File: config.mk
export PLATFORM = sky130hd
export DESIGN_NAME = acia_poller
export DESIGN_NICKNAME = d
export VERILOG_FILES = /design/src/rtl/acia_pkg.sv /design/src/rtl/byte_hold.sv /design/src/rtl/acia_poller.sv
export SDC_FILE = /design/constraint.sdc
export NUM_CORES = 1
export LEC_CHECK = 0
export ABC_AREA = 1
export CELL_PAD_IN_SITES_DETAIL_PLACEMENT = 0
export CELL_PAD_IN_SITES_GLOBAL_PLACEMENT = 2
export CORE_ASPECT_RATIO = 0.6
export CORE_MARGIN = 2
export CORE_UTILIZATION = 27
export CTS_CLUSTER_DIAMETER = 40
export DETAILED_ROUTE_END_ITERATION = 7
export PLACE_DENSITY = 0.91
export SETUP_SLACK_MARGIN = 0.02
export SLEW_MARGIN = 20
export SYNTH_ARGS = -nofsm -noshare
export SYNTH_HDL_FRONTEND = slang
export SYNTH_SLANG_ARGS = --single-unit
File: constraint.sdc
create_clock -name clk -period 1.75 [get_ports clk]
set_input_delay 0.35 -clock clk [delete_from_list [all_inputs] [get_ports clk]]
set_output_delay 0.35 -clock clk [all_outputs]
set_load 0.05 [all_outputs]
File: src/rtl/acia_pkg.sv
// Shared definitions for the ACIA polling controller.
// Register selects, status bit positions, FSM states and bus bundle.
package acia_pkg;

  localparam logic RS_CTRL = 1'b0;
  localparam logic RS_DATA = 1'b1;

  localparam int RXF = 0;
  localparam int TXE = 1;
  localparam int FE  = 4;
  localparam int OVR = 5;

  localparam logic [7:0] CTRL_MRESET = 8'h03;

  typedef enum logic [2:0] {
    INIT_RST,
    INIT_CFG,
    IDLE,
    STAT_RD,
    STAT_WAIT,
    DATA_RD,
    DATA_WAIT,
    DATA_WR
  } state_e;

  typedef struct packed {
    logic       cs;
    logic       we;
    logic       rs;
    logic [7:0] wdata;
  } bus_t;

  function automatic logic [7:0] sat_inc(input logic [7:0] v);
    return (v == 8'hFF) ? v : v + 8'd1;
  endfunction

endpackage

File: src/rtl/byte_hold.sv
// One-entry valid/ready holding register.
// Loads only when empty, so a load and an unload never share a cycle.
module byte_hold #(
  parameter int W = 8
) (
  input  logic         clk,
  input  logic         rst,
  input  logic [W-1:0] in_data_i,
  input  logic         in_valid_i,
  output logic         in_ready_o,
  output logic [W-1:0] out_data_o,
  output logic         out_valid_o,
  input  logic         out_ready_i
);

  logic         full_q;
  logic [W-1:0] data_q;

  // Capture when empty, release on downstream accept.
  always_ff @(posedge clk or posedge rst) begin
    if (rst) begin
      full_q <= 1'b0;
      data_q <= '0;
    end else if (in_valid_i && !full_q) begin
      full_q <= 1'b1;
      data_q <= in_data_i;
    end else if (out_ready_i && full_q) begin
      full_q <= 1'b0;
    end
  end

  assign in_ready_o  = ~full_q;
  assign out_valid_o = full_q;
  assign out_data_o  = data_q;

endmodule

File: src/rtl/acia_poller.sv
// Polls an ACIA status register and moves bytes between the ACIA
// and one-entry tx/rx holding registers using single-cycle strobes.
module acia_poller
  import acia_pkg::*;
#(
  parameter logic [7:0] CTRL_INIT = 8'h00
) (
  input  logic       clk,
  input  logic       rst,
  input  logic       enable,
  output logic       acia_cs,
  output logic       acia_we,
  output logic       acia_rs,
  output logic [7:0] acia_wdata,
  input  logic [7:0] acia_rdata,
  input  logic [7:0] tx_data,
  input  logic       tx_valid,
  output logic       tx_ready,
  output logic [7:0] rx_data,
  output logic       rx_valid,
  input  logic       rx_ready,
  output logic [7:0] err_count,
  output logic       init_done
);

  state_e     state_q, state_d;
  state_e     seq_end;
  logic       run_q;
  logic       init_q;
  logic [7:0] err_q, err_d;
  bus_t       bus;

  logic       tx_full;
  logic       tx_drain;
  logic [7:0] tx_byte;
  logic       rx_room;
  logic       rx_load;
  logic       stat_err;

  assign tx_drain = (state_q == DATA_WR);
  assign rx_load  = (state_q == DATA_WAIT);
  assign stat_err = acia_rdata[FE] | acia_rdata[OVR];
  assign seq_end  = enable ? STAT_RD : IDLE;
  assign err_d    = (state_q == STAT_WAIT && stat_err) ?
                    sat_inc(err_q) : err_q;

  // State register; run_q holds off the first init write
  // until the cycle after reset release.
  always_ff @(posedge clk or posedge rst) begin
    if (rst) begin
      state_q <= INIT_RST;
      run_q   <= 1'b0;
    end else begin
      state_q <= state_d;
      run_q   <= 1'b1;
    end
  end

  // Init completion flag and saturating status error counter.
  always_ff @(posedge clk or posedge rst) begin
    if (rst) begin
      init_q <= 1'b0;
      err_q  <= 8'h00;
    end else begin
      init_q <= init_q | (state_q == INIT_CFG);
      err_q  <= err_d;
    end
  end

  // Next-state: rx service wins over tx when both are possible.
  always_comb begin
    state_d = state_q;
    unique case (state_q)
      INIT_RST:  state_d = run_q ? INIT_CFG : INIT_RST;
      INIT_CFG:  state_d = IDLE;
      IDLE:      state_d = enable ? STAT_RD : IDLE;
      STAT_RD:   state_d = STAT_WAIT;
      STAT_WAIT: begin
        if (acia_rdata[RXF] && rx_room)
          state_d = DATA_RD;
        else if (acia_rdata[TXE] && tx_full)
          state_d = DATA_WR;
        else
          state_d = seq_end;
      end
      DATA_RD:   state_d = DATA_WAIT;
      DATA_WAIT: state_d = seq_end;
      DATA_WR:   state_d = seq_end;
      default:   state_d = INIT_RST;
    endcase
  end

  // Bus strobe decode from the current state.
  always_comb begin
    bus = '0;
    unique case (state_q)
      INIT_RST: begin
        if (run_q) begin
          bus.cs    = 1'b1;
          bus.we    = 1'b1;
          bus.rs    = RS_CTRL;
          bus.wdata = CTRL_MRESET;
        end
      end
      INIT_CFG: begin
        bus.cs    = 1'b1;
        bus.we    = 1'b1;
        bus.rs    = RS_CTRL;
        bus.wdata = CTRL_INIT;
      end
      STAT_RD: begin
        bus.cs = 1'b1;
        bus.rs = RS_CTRL;
      end
      DATA_RD: begin
        bus.cs = 1'b1;
        bus.rs = RS_DATA;
      end
      DATA_WR: begin
        bus.cs    = 1'b1;
        bus.we    = 1'b1;
        bus.rs    = RS_DATA;
        bus.wdata = tx_byte;
      end
      default: bus = '0;
    endcase
  end

  byte_hold #(.W(8)) u_tx (
    .clk         (clk),
    .rst         (rst),
    .in_data_i   (tx_data),
    .in_valid_i  (tx_valid),
    .in_ready_o  (tx_ready),
    .out_data_o  (tx_byte),
    .out_valid_o (tx_full),
    .out_ready_i (tx_drain)
  );

  byte_hold #(.W(8)) u_rx (
    .clk         (clk),
    .rst         (rst),
    .in_data_i   (acia_rdata),
    .in_valid_i  (rx_load),
    .in_ready_o  (rx_room),
    .out_data_o  (rx_data),
    .out_valid_o (rx_valid),
    .out_ready_i (rx_ready)
  );

  assign acia_cs    = bus.cs;
  assign acia_we    = bus.we;
  assign acia_rs    = bus.rs;
  assign acia_wdata = bus.wdata;
  assign err_count  = err_q;
  assign init_done  = init_q;

endmodule

Word level (Yosys, flattened, before mapping). Cells that the tools add are included.

Logic and storage cells: 53. Output and inout port bits: 30. Input bits: 21. Flip-flop bits (word level): 31.

Bitwise gates (word level): 5. Reduce and logical (&&, ||, !) cells: 17. Multiplexer cells: 14. Add/sub/neg operators: 1. Eq/ne operators: 8.

Operator list (count): case mux 3 bit (6 select lines) (1); case mux 8 bit (2 select lines) (1); equality test 3 bit, second input constant (4); 2-to-1 mux 11 bit (1); adder 8 x 1 -> 8 bit, second input constant (1); equality test 8 bit, second input constant (1); logical AND 1 bit (7); equality test 3 x 2 -> 1 bit, second input constant (2); 2-to-1 mux 1 bit (6); 2-to-1 mux 3 bit (2); case mux 1 bit (2 select lines) (3); nonzero test 2 bit (2); OR reduction 2 bit (2); OR reduction 4 bit (1); equality test 3 x 1 -> 1 bit, second input constant (1); logical NOT 3 bit (1); NOT 1 bit (3); OR reduction 3 bit (1); logical NOT 1 bit (2); bitwise OR 1 bit (2); AND reduction 2 bit (1).

Longest topological paths before layout. Gate-level depths: netlist of the first run.

Depth in word-level cells: 4. Depth in mapped cells: 8. Mapped depth without buffers: 8.

Hierarchy. Synthesis of the first run repeated with hierarchy kept, for this count alone.

Cell total of the unflattened synthesis: 197. Area total of the unflattened synthesis: 1549.0 µm².

Modules (own cells, without submodules): acia_poller (instances 1, area each 798.3 µm², cells an instance 119, seq. area each 325.3 µm²); byte_hold (instances 2, area each 375.4 µm², cells an instance 39, seq. area each 225.2 µm²).

Worst setup path after synthesis of the first run. No wires, ideal clock.

Path kind: flip-flop to output port. Start point: register state_q[2]. End point: output acia_wdata[2]. Data arrival time: 1.379 ns. Data required time: 1.400 ns. Setup slack: 0.021 ns. Buffers on the path: 0. Cell stages (with the launch flop): 3. Cell sequence: dfrtp_1 -> nand3_1 -> nor2_1.

Cells in the longest elaborated chain, start to end: 2. Elaborated cells on any way between the ends: 3. Those cells by class: 1 x eq/ne; 1 x mux; 1 x reduce/logical.

RTL lines: start, declared (RTL line acia_poller.sv:26) `state_e state_q, state_d;`; start signal, assigned (RTL line acia_poller.sv:54) `state_q <= state_d;`; equality test 3 bit / logical NOT 3 bit (equally long branches) (RTL line acia_poller.sv:96) `unique case (state_q)`; case mux 8 bit (2 select lines) * (RTL line acia_poller.sv:96); end, declared (RTL line acia_poller.sv:14) `output logic [7:0] acia_wdata,`.

Mark *: on every way between the ends. The rest lies on a longest branch, timed or not.

Worst setup path after layout of the first run.
Start point: register state_q[2]. End point: output acia_we.

Cells in the longest elaborated chain, start to end: 3. Elaborated cells on any way between the ends: 5. Those cells by class: 2 x eq/ne; 1 x mux; 2 x reduce/logical.

RTL lines: equality test 3 x 1 -> 1 bit / equality test 3 bit (equally long branches) (RTL line acia_poller.sv:96); OR reduction 2 bit (no source line); case mux 1 bit (2 select lines) * (RTL line acia_poller.sv:96); end, declared (RTL line acia_poller.sv:12) `output logic acia_we,`.

Marked as above.

==> parameters.txt, run 1 <==
Parameter                              Value

Logic synthesis
  Number of distinct library cell variants in the gate-level netlist after synthesis ... 26
  Mapped cell area ... 1538 sq um
  Sequential element share of the synthesized area ... 50.45%
  Post-synthesis instance total ... 186
  Avg Inst Size Synth ... 8.267 sq um
  Register bit count reported by yosys ... 31
  Mapped Nets ... 208
  Warnings, synthesis ... 0

Power
  Cell area power density ... 1714 nW/um^2
  Share of total power in sequential cells ... 29.5%
  LEAKAGE ... 1.177 nW
  Net switching power ... 1.839 mW
  Peak supply drop ... 0.0007407 V
  Clock network fraction of design power ... 17.7%
  Internal portion of total power ... 2.238 mW
  Power share of the combinational group ... 52.8%
  Fraction of power spent switching nets ... 45.11%

Placement
  Final weighted congestion of routability-driven global placement ... 0.7664
  Placed insts ... 316
  Half-perimeter wire length after placement ... 2729 microns
  Input/output buffers ... 50

STA
  Total Negative Setup Slacks ... 0 ns
  Count of final max-slew check failures ... 0
  Final worst path period share ... 95.04%
  Shortest clock period the worst path allows after layout ... 1.663 ns
  Setup repair after global routing missed its margin ... yes
  Setup Viol. Count Final ... 0
  Count of endpoints failing hold in the final timing report ... 0
  Worst clock skew ... 0.005488 ns
  Achievable clock frequency ... 0.6012 GHz

Global route
  GRT Max-Usage Layer ... met1
  GR Util met1 ... 19.83%
  Antenna violations before repair ... 0
  Met3 Usage GRT ... 4.698%
  First-pass GRT wire length ... 6099 microns
  Vias in the first global route ... 1,254
  Met2 routing resource usage after global routing ... 15.07%
  Total grt overflow ... 0
  Pin count of the biggest net entering global routing ... 32
  GR Util All Layers ... 12.51%

Finish
  Share of final-layout standard cells stronger than drive strength 1 ... 28.74%
  Layout Nets ... 268
  Storage cell area ... 778.2 sq um
  Most frequent standard cell in the layout excluding fill and tap cells ... sky130_fd_sc_hd__nand2_1
  FILL cells ... 570
  Area of the multi-input gates ... 659.4 sq um
  ANT cells ... 0
  Final non-filler cell total ... 327
  Final core area utilization ... 42.90%
  Most used cells in the layout excluding fill and tap cells ... 55 x sky130_fd_sc_hd__nand2_1, 29 x sky130_fd_sc_hd__dfrtp_1, 26 x sky130_fd_sc_hd__inv_1, 25 x sky130_fd_sc_hd__buf_4, 20 x sky130_fd_sc_hd__clkdlybuf4s50_1
  Layout overhead on the synthesized area ... 54.68%

CTS
  TritonCTS clock tree ... done
  Worst skew pair latency ... 0.28 ns
  Post-CTS Hold Buffers ... 0
  Cell chosen for the clock root ... sky130_fd_sc_hd__clkbuf_8
  Maximum buffer depth of the clock tree ... 2
  Clock-pin slew reported for the worst setup and hold paths after clock tree synthesis ... 0.06 ns
  Count of H-tree levels built during CTS ... 2
  Clock Sinks ... 31
  Number of clock buffers inserted by TritonCTS ... 5

Die
  Site Rows ... 21
  Area enclosed by the die boundary ... 6335 sq um
  Initial core utilization ... 27.74%
  Standard cell core area ... 5544 sq um
  Floorplan die width ... 101.4 microns
  Number of top-level pins ... 51
  Floorplan die height ... 62.46 microns

Detailed routing
  Detail Route Antenna Nets ... 0
  Via density per instance ... 4.034
  DR pass1 iterations ... 4
  Number of vias after detailed routing ... 1,319
  Average detailed-routed wire length per instance ... 11.43 microns
  DRC viols ... 0
  Initial drt markers ... 75
  Wire length reported by the detailed router ... 3736 microns

Setup path
  Kind of launch point of the worst setup path ... flip-flop
  Worst Setup End Kind ... output port
  Arrival time of the worst setup path ... 1.31 ns
  Crit path required time ... 1.40 ns
  Maximum fanout count along the critical path ... 8
  Classification of the worst setup path ... reg2out

Run
  Number of max-cap violations ... 0

Worst hold path
  Worst min path class ... in2async

Status
  Outcome ... finished, final reports clean
-- registers in the layout (all words and copies together) (netlist names) --
| register | flops |
|---|---|
| u_tx.out_data_o | 8 |
| u_rx.out_valid_o | 1 |
| u_tx.out_valid_o | 1 |
| state_q | 3 |
| init_done | 1 |
| run_q | 1 |
| err_count | 8 |
| u_rx.out_data_o | 8 |
-- power groups by stage --
| stage | Sequential (mW) | Combinational [mW] | Clock (mW) |
|---|---|---|---|
| after floorplan | 1.61 | 0.919 | 0 |
| after global placement | 1.18 | 2.07 | 0 |
| after detailed placement | 1.19 | 2.07 | 0 |
| after CTS | 1.19 | 2.12 | 0.750 |
| after global routing | 1.23 | 2.31 | 0.790 |
| final | 1.20 | 2.15 | 0.722 |
-- area by class of cell --
type / count / share of cell area, %
clock buffers: 6 / 3.472
clock inverters: 2 / 1.473
inverters: 30 / 4.840
multi-input cells: 122 / 27.72
flip-flops and latches: 31 / 32.72
well taps: 80 / 4.208
repair buffers: 56 / 25.57
-- path summary, 6_finish.rpt --
kind	slack [ns]	depth (start not counted)	to	start
max reg2reg	0.35	8	err_count[7]	err_count[1]
min	0.45	3	u_rx.out_data_o[7]	rst
max in group asynchronous	0.98	3	state_q[1]	rst
min reg2reg	0.49	2	u_rx.out_data_o[1]	u_rx.out_data_o[1]
max	0.09	4	acia_we	state_q[2]
min in group clk	0.49	2	u_rx.out_data_o[1]	u_rx.out_data_o[1]
-- cells by family (layout without fill, tap and decap cells) --
logic type               after synthesis  in the layout  share of synthesized area, %
AO/OA/AOI/OAI                         19             19                         8.299
AND/OR/NAND/NOR                       96             96                         27.75
buffers and inverters                 33             94                         9.275
flip-flops                            31             31                         50.45
multiplexers                           2              2                         1.465
XOR/XNOR                               3              3                         1.709
adder cells (fa/ha/maj)                1              1                        0.8135
other                                  1              1                        0.2439
-- per-layer routing --
metal,wire [microns],part of all wire (%),vias up
li1,-,-,688
met1,2075,56,587
met2,1384,37,42
met3,262,7.0,2
met4,13,0.35,0
met5,0,0,-
-- per-stage QoR --
stage	worst slack [ns]	hold WS [ns]	cell area, sq um	power [mW]
finish	0.08674	0.4527	2379	4.077
global route	0.009462	0.5083	2379	4.335
CTS	0.02641	0.4693	2346	4.060
detailed placement	0.0006852	0.4626	2196	3.265
global placement	0.05871	0.4664	2196	3.251
floorplan	0.02068	0.4464	1538	2.533
-- synth_stat cells --
library cell	instances	area [sq um]
sky130_fd_sc_hd__nand2_1	55	206.5
sky130_fd_sc_hd__dfrtp_1	31	775.7
sky130_fd_sc_hd__inv_1	28	105.1
sky130_fd_sc_hd__nor2_1	19	71.32
sky130_fd_sc_hd__nand3_1	13	65.06
sky130_fd_sc_hd__o21ai_2	8	70.07
sky130_fd_sc_hd__a21oi_1	6	30.03
sky130_fd_sc_hd__o21ai_0	3	15.01
sky130_fd_sc_hd__buf_6	2	22.52
sky130_fd_sc_hd__mux2_2	2	22.52
sky130_fd_sc_hd__nor2_2	2	12.51
sky130_fd_sc_hd__nor2_4	2	22.52
sky130_fd_sc_hd__xor2_1	2	17.52
sky130_fd_sc_hd__buf_2	1	5.000
sky130_fd_sc_hd__conb_1	1	3.750
sky130_fd_sc_hd__ha_1	1	12.51
sky130_fd_sc_hd__inv_2	1	3.750
sky130_fd_sc_hd__inv_4	1	6.260
sky130_fd_sc_hd__nand2_2	1	6.260
sky130_fd_sc_hd__nand2_4	1	11.26
sky130_fd_sc_hd__nand3_4	1	17.52
sky130_fd_sc_hd__nand3b_1	1	7.510
sky130_fd_sc_hd__nand4_1	1	6.260
sky130_fd_sc_hd__o211ai_1	1	7.510
sky130_fd_sc_hd__o21ai_1	1	5.000
sky130_fd_sc_hd__xnor2_1	1	8.760
-- critical path, stage by stage (launching register included) --
cell and delay (ns):
sky130_fd_sc_hd__dfrtp_1 0.46, sky130_fd_sc_hd__nand3_4 0.17, sky130_fd_sc_hd__buf_4 0.17, sky130_fd_sc_hd__nand3_2 0.09
sky130_fd_sc_hd__buf_12 0.14
-- what timing repair did --
| action | 4_1_cts | 5_1_grt |
|---|---|---|
| cloned | 0 | 0 |
| hold endpoints to repair | 0 | 0 |
| setup endpoints to repair | 10 | 4 |
| buffers inserted | 1 | 2 |
| resized for setup | 6 | 5 |
Power figures use the tool's default switching activity.
==> run 2: changes to the inputs <==
==> constraint.sdc (replaced) <==
create_clock -name clk -period 2.07 [get_ports clk]
set_input_delay 0.414 -clock clk [delete_from_list [all_inputs] [get_ports clk]]
set_output_delay 0.414 -clock clk [all_outputs]
set_load 0.05 [all_outputs]
==> run 2 against run 1 <==
Against the previous run:
- final cell count is 1.5% lower
- critical path depth is 3 lower
- wire length is 4.6% lower
- global-route usage is 0.35 points lower
- clock skew hardly changed
- utilization is 1.2 points lower
- sequential share of layout area is 0.81 points higher
- die area stayed put
- power is 21% lower
- via count is 0.61% lower
- register-to-register slack better by 0.29 ns
- worst hold slack better by 0.026 ns
- highest routed layer unchanged
==> parameters.txt, run 2 (same netlist as run 1, synthesis figures left out) <==
Parameter                              Value

Power
  Peak supply drop ... 0.0006221 V
  Cell area power density ... 1396 nW/um^2
  LEAKAGE ... 1.110 nW

CTS
  Clock-pin slew reported for the worst setup and hold paths after clock tree synthesis ... 0.06 ns
  TritonCTS clock tree ... done
  Maximum buffer depth of the clock tree ... 2
  Count of H-tree levels built during CTS ... 2
  Number of clock buffers inserted by TritonCTS ... 5
  Cell chosen for the clock root ... sky130_fd_sc_hd__clkbuf_8
  Number of setup buffers added after CTS ... 0
  Clock Sinks ... 31
  Worst skew pair latency ... 0.28 ns

Worst hold path
  Worst min path class ... reg2reg
  Startpoint of the worst hold path ... u_rx.out_data_o[2]

Global route
  Met2 routing resource usage after global routing ... 14.07%
  Met3 Usage GRT ... 4.251%
  GR Util All Layers ... 12.16%
  Vias in the first global route ... 1,236
  First-pass GRT wire length ... 5934 microns
  Total grt overflow ... 0
  GR Util met1 ... 19.70%
  Pin count of the biggest net entering global routing ... 32
  GRT Max-Usage Layer ... met1
  Antenna violations before repair ... 0

Detailed routing
  DRC viols ... 0
  Average detailed-routed wire length per instance ... 11.07 microns
  DR pass1 iterations ... 5
  Number of vias after detailed routing ... 1,311
  Initial drt markers ... 31
  Via density per instance ... 4.071
  Wire length reported by the detailed router ... 3564 microns
  Detail Route Antenna Nets ... 0

Run
  Number of max-cap violations ... 0

Die
  Number of top-level pins ... 51
  Standard cell core area ... 5544 sq um
  Site Rows ... 21
  Initial core utilization ... 27.74%
  Floorplan die height ... 62.46 microns
  Floorplan die width ... 101.4 microns
  Area enclosed by the die boundary ... 6335 sq um

Setup path
  Cell type group with the largest total delay on the critical path ... buffers and inverters
  Classification of the worst setup path ... reg2out
  Crit path required time ... 1.66 ns
  Maximum single-stage delay on the critical path ... 0.84 ns
  Critical Path Slowest Stage Cell ... sky130_fd_sc_hd__clkdlybuf4s50_1
  Cells along the critical path ... clkdlybuf4s50_1
  Source of the critical timing path ... err_count[4]
  Worst Setup End Kind ... output port
  Maximum fanout count along the critical path ... 6
  Arrival time of the worst setup path ... 1.57 ns
  Beginning of the worst register-to-register path ... err_count[0]
  Kind of launch point of the worst setup path ... flip-flop
  Critical path buffers and inverters ... 1

STA
  Measured slew at the worst slew-check pin ... 0.5104 ns
  Worst clock skew ... 0.005949 ns
  Count of endpoints failing hold in the final timing report ... 0
  Shortest clock period the worst path allows after layout ... 1.987 ns
  Setup Viol. Count Final ... 0
  Final worst path period share ... 96.00%
  Achievable clock frequency ... 0.5032 GHz
  Setup repair after global routing missed its margin ... no
  Slew HR ... 65.87%
  Total Negative Setup Slacks ... 0 ns
  Count of final max-slew check failures ... 0

Finish
  Most frequent standard cell in the layout excluding fill and tap cells ... sky130_fd_sc_hd__nand2_1
  Share of final-layout standard cells stronger than drive strength 1 ... 16.94%
  Final non-filler cell total ... 322
  Storage cell area ... 775.7 sq um
  Layout Nets ... 264
  FILL cells ... 560
  Area of the multi-input gates ... 624.3 sq um
  Most used cells in the layout excluding fill and tap cells ... 55 x sky130_fd_sc_hd__nand2_1, 38 x sky130_fd_sc_hd__clkdlybuf4s50_1, 31 x sky130_fd_sc_hd__dfrtp_1, 28 x sky130_fd_sc_hd__inv_1, 19 x sky130_fd_sc_hd__nor2_1
  ANT cells ... 0
  Layout overhead on the synthesized area ... 50.45%

Placement
  Input/output buffers ... 50
  Final weighted congestion of routability-driven global placement ... 0.7588
  Half-perimeter wire length after placement ... 2666 microns
  Placed insts ... 315

Status
  Outcome ... finished, final reports clean
-- run 2: cell types whose count changed in the layout (fill, tap and decap cells not counted), sizes merged --
cell           before  now
buf                36   14
bufinv              1    0
clkdlybuf4s50      20   38
-- run 2: what timing repair did --
action / in CTS / in global routing
resized for setup: 1 / 0
hold buffers: 0 / 0
setup endpoints to repair: 2 / 0
endpoints found under the hold margin: 0 / 0
-- run 2: cell type report --
class / count / share of cell area [%]
Clock buffer: 6 / 3.569
Clock inverter: 1 / 0.2163
Inverter: 30 / 4.976
Multi-Input combinational cell: 122 / 26.99
Sequential cell: 31 / 33.53
Tap cell: 80 / 4.327
Timing Repair Buffer: 52 / 26.39
-- run 2: power by group --
part | switching, mW | internal (mW) | leakage [nW] | total [mW]
clock | 0.223 | 0.261 | 0.0470 | 0.484
combinational | 1.09 | 0.650 | 0.688 | 1.74
sequential | 0.173 | 0.831 | 0.375 | 1.00
total | 1.49 | 1.74 | 1.11 | 3.23
-- run 2: through the flow --
step                      total power, mW  setup WS [ns]  utilization [%]  area, sq um  hold WS (ns)
after floorplan                     2.142         0.2767                -         1538        0.4798
after global placement              2.761         0.3675            40.06         2221        0.4493
after detailed placement            2.763         0.3271            40.06         2221        0.4680
after CTS                           3.267        0.06067            41.73         2313        0.4849
after global routing                3.431        0.02630            41.73         2313        0.5002
final                               3.229        0.08286            41.73         2313        0.4788
-- run 2: metal layers --
| metal | vias up | part of all wire [%] | routed length [microns] |
|---|---|---|---|
| li1 | 682 | - | - |
| met1 | 585 | 55 | 1969 |
| met2 | 39 | 35 | 1254 |
| met3 | 5 | 8.0 | 286 |
| met4 | 0 | 1.5 | 53 |
| met5 | - | 0 | 0 |
-- run 2: worst min-delay path, delay by kind of cell, from the launching register on --
kind,cells,cell delay [ns]
AND/OR/NAND/NOR,1,0.06
flip-flops,1,0.34
AO/OA/AOI/OAI,1,0.05
-- run 2: worst paths after layout --
| check | cells past startpoint | to | slack, ns |
|---|---|---|---|
| min in group asynchronous | 3 | state_q[1] | 0.52 |
| worst max-delay path | 1 | err_count[4] | 0.08 |
| worst max register to register | 8 | err_count[4] | 0.64 |
| worst min register to register | 2 | u_rx.out_data_o[2] | 0.48 |
| max in group asynchronous | 3 | state_q[2] | 1.25 |
| worst min-delay path | 2 | u_rx.out_data_o[2] | 0.48 |
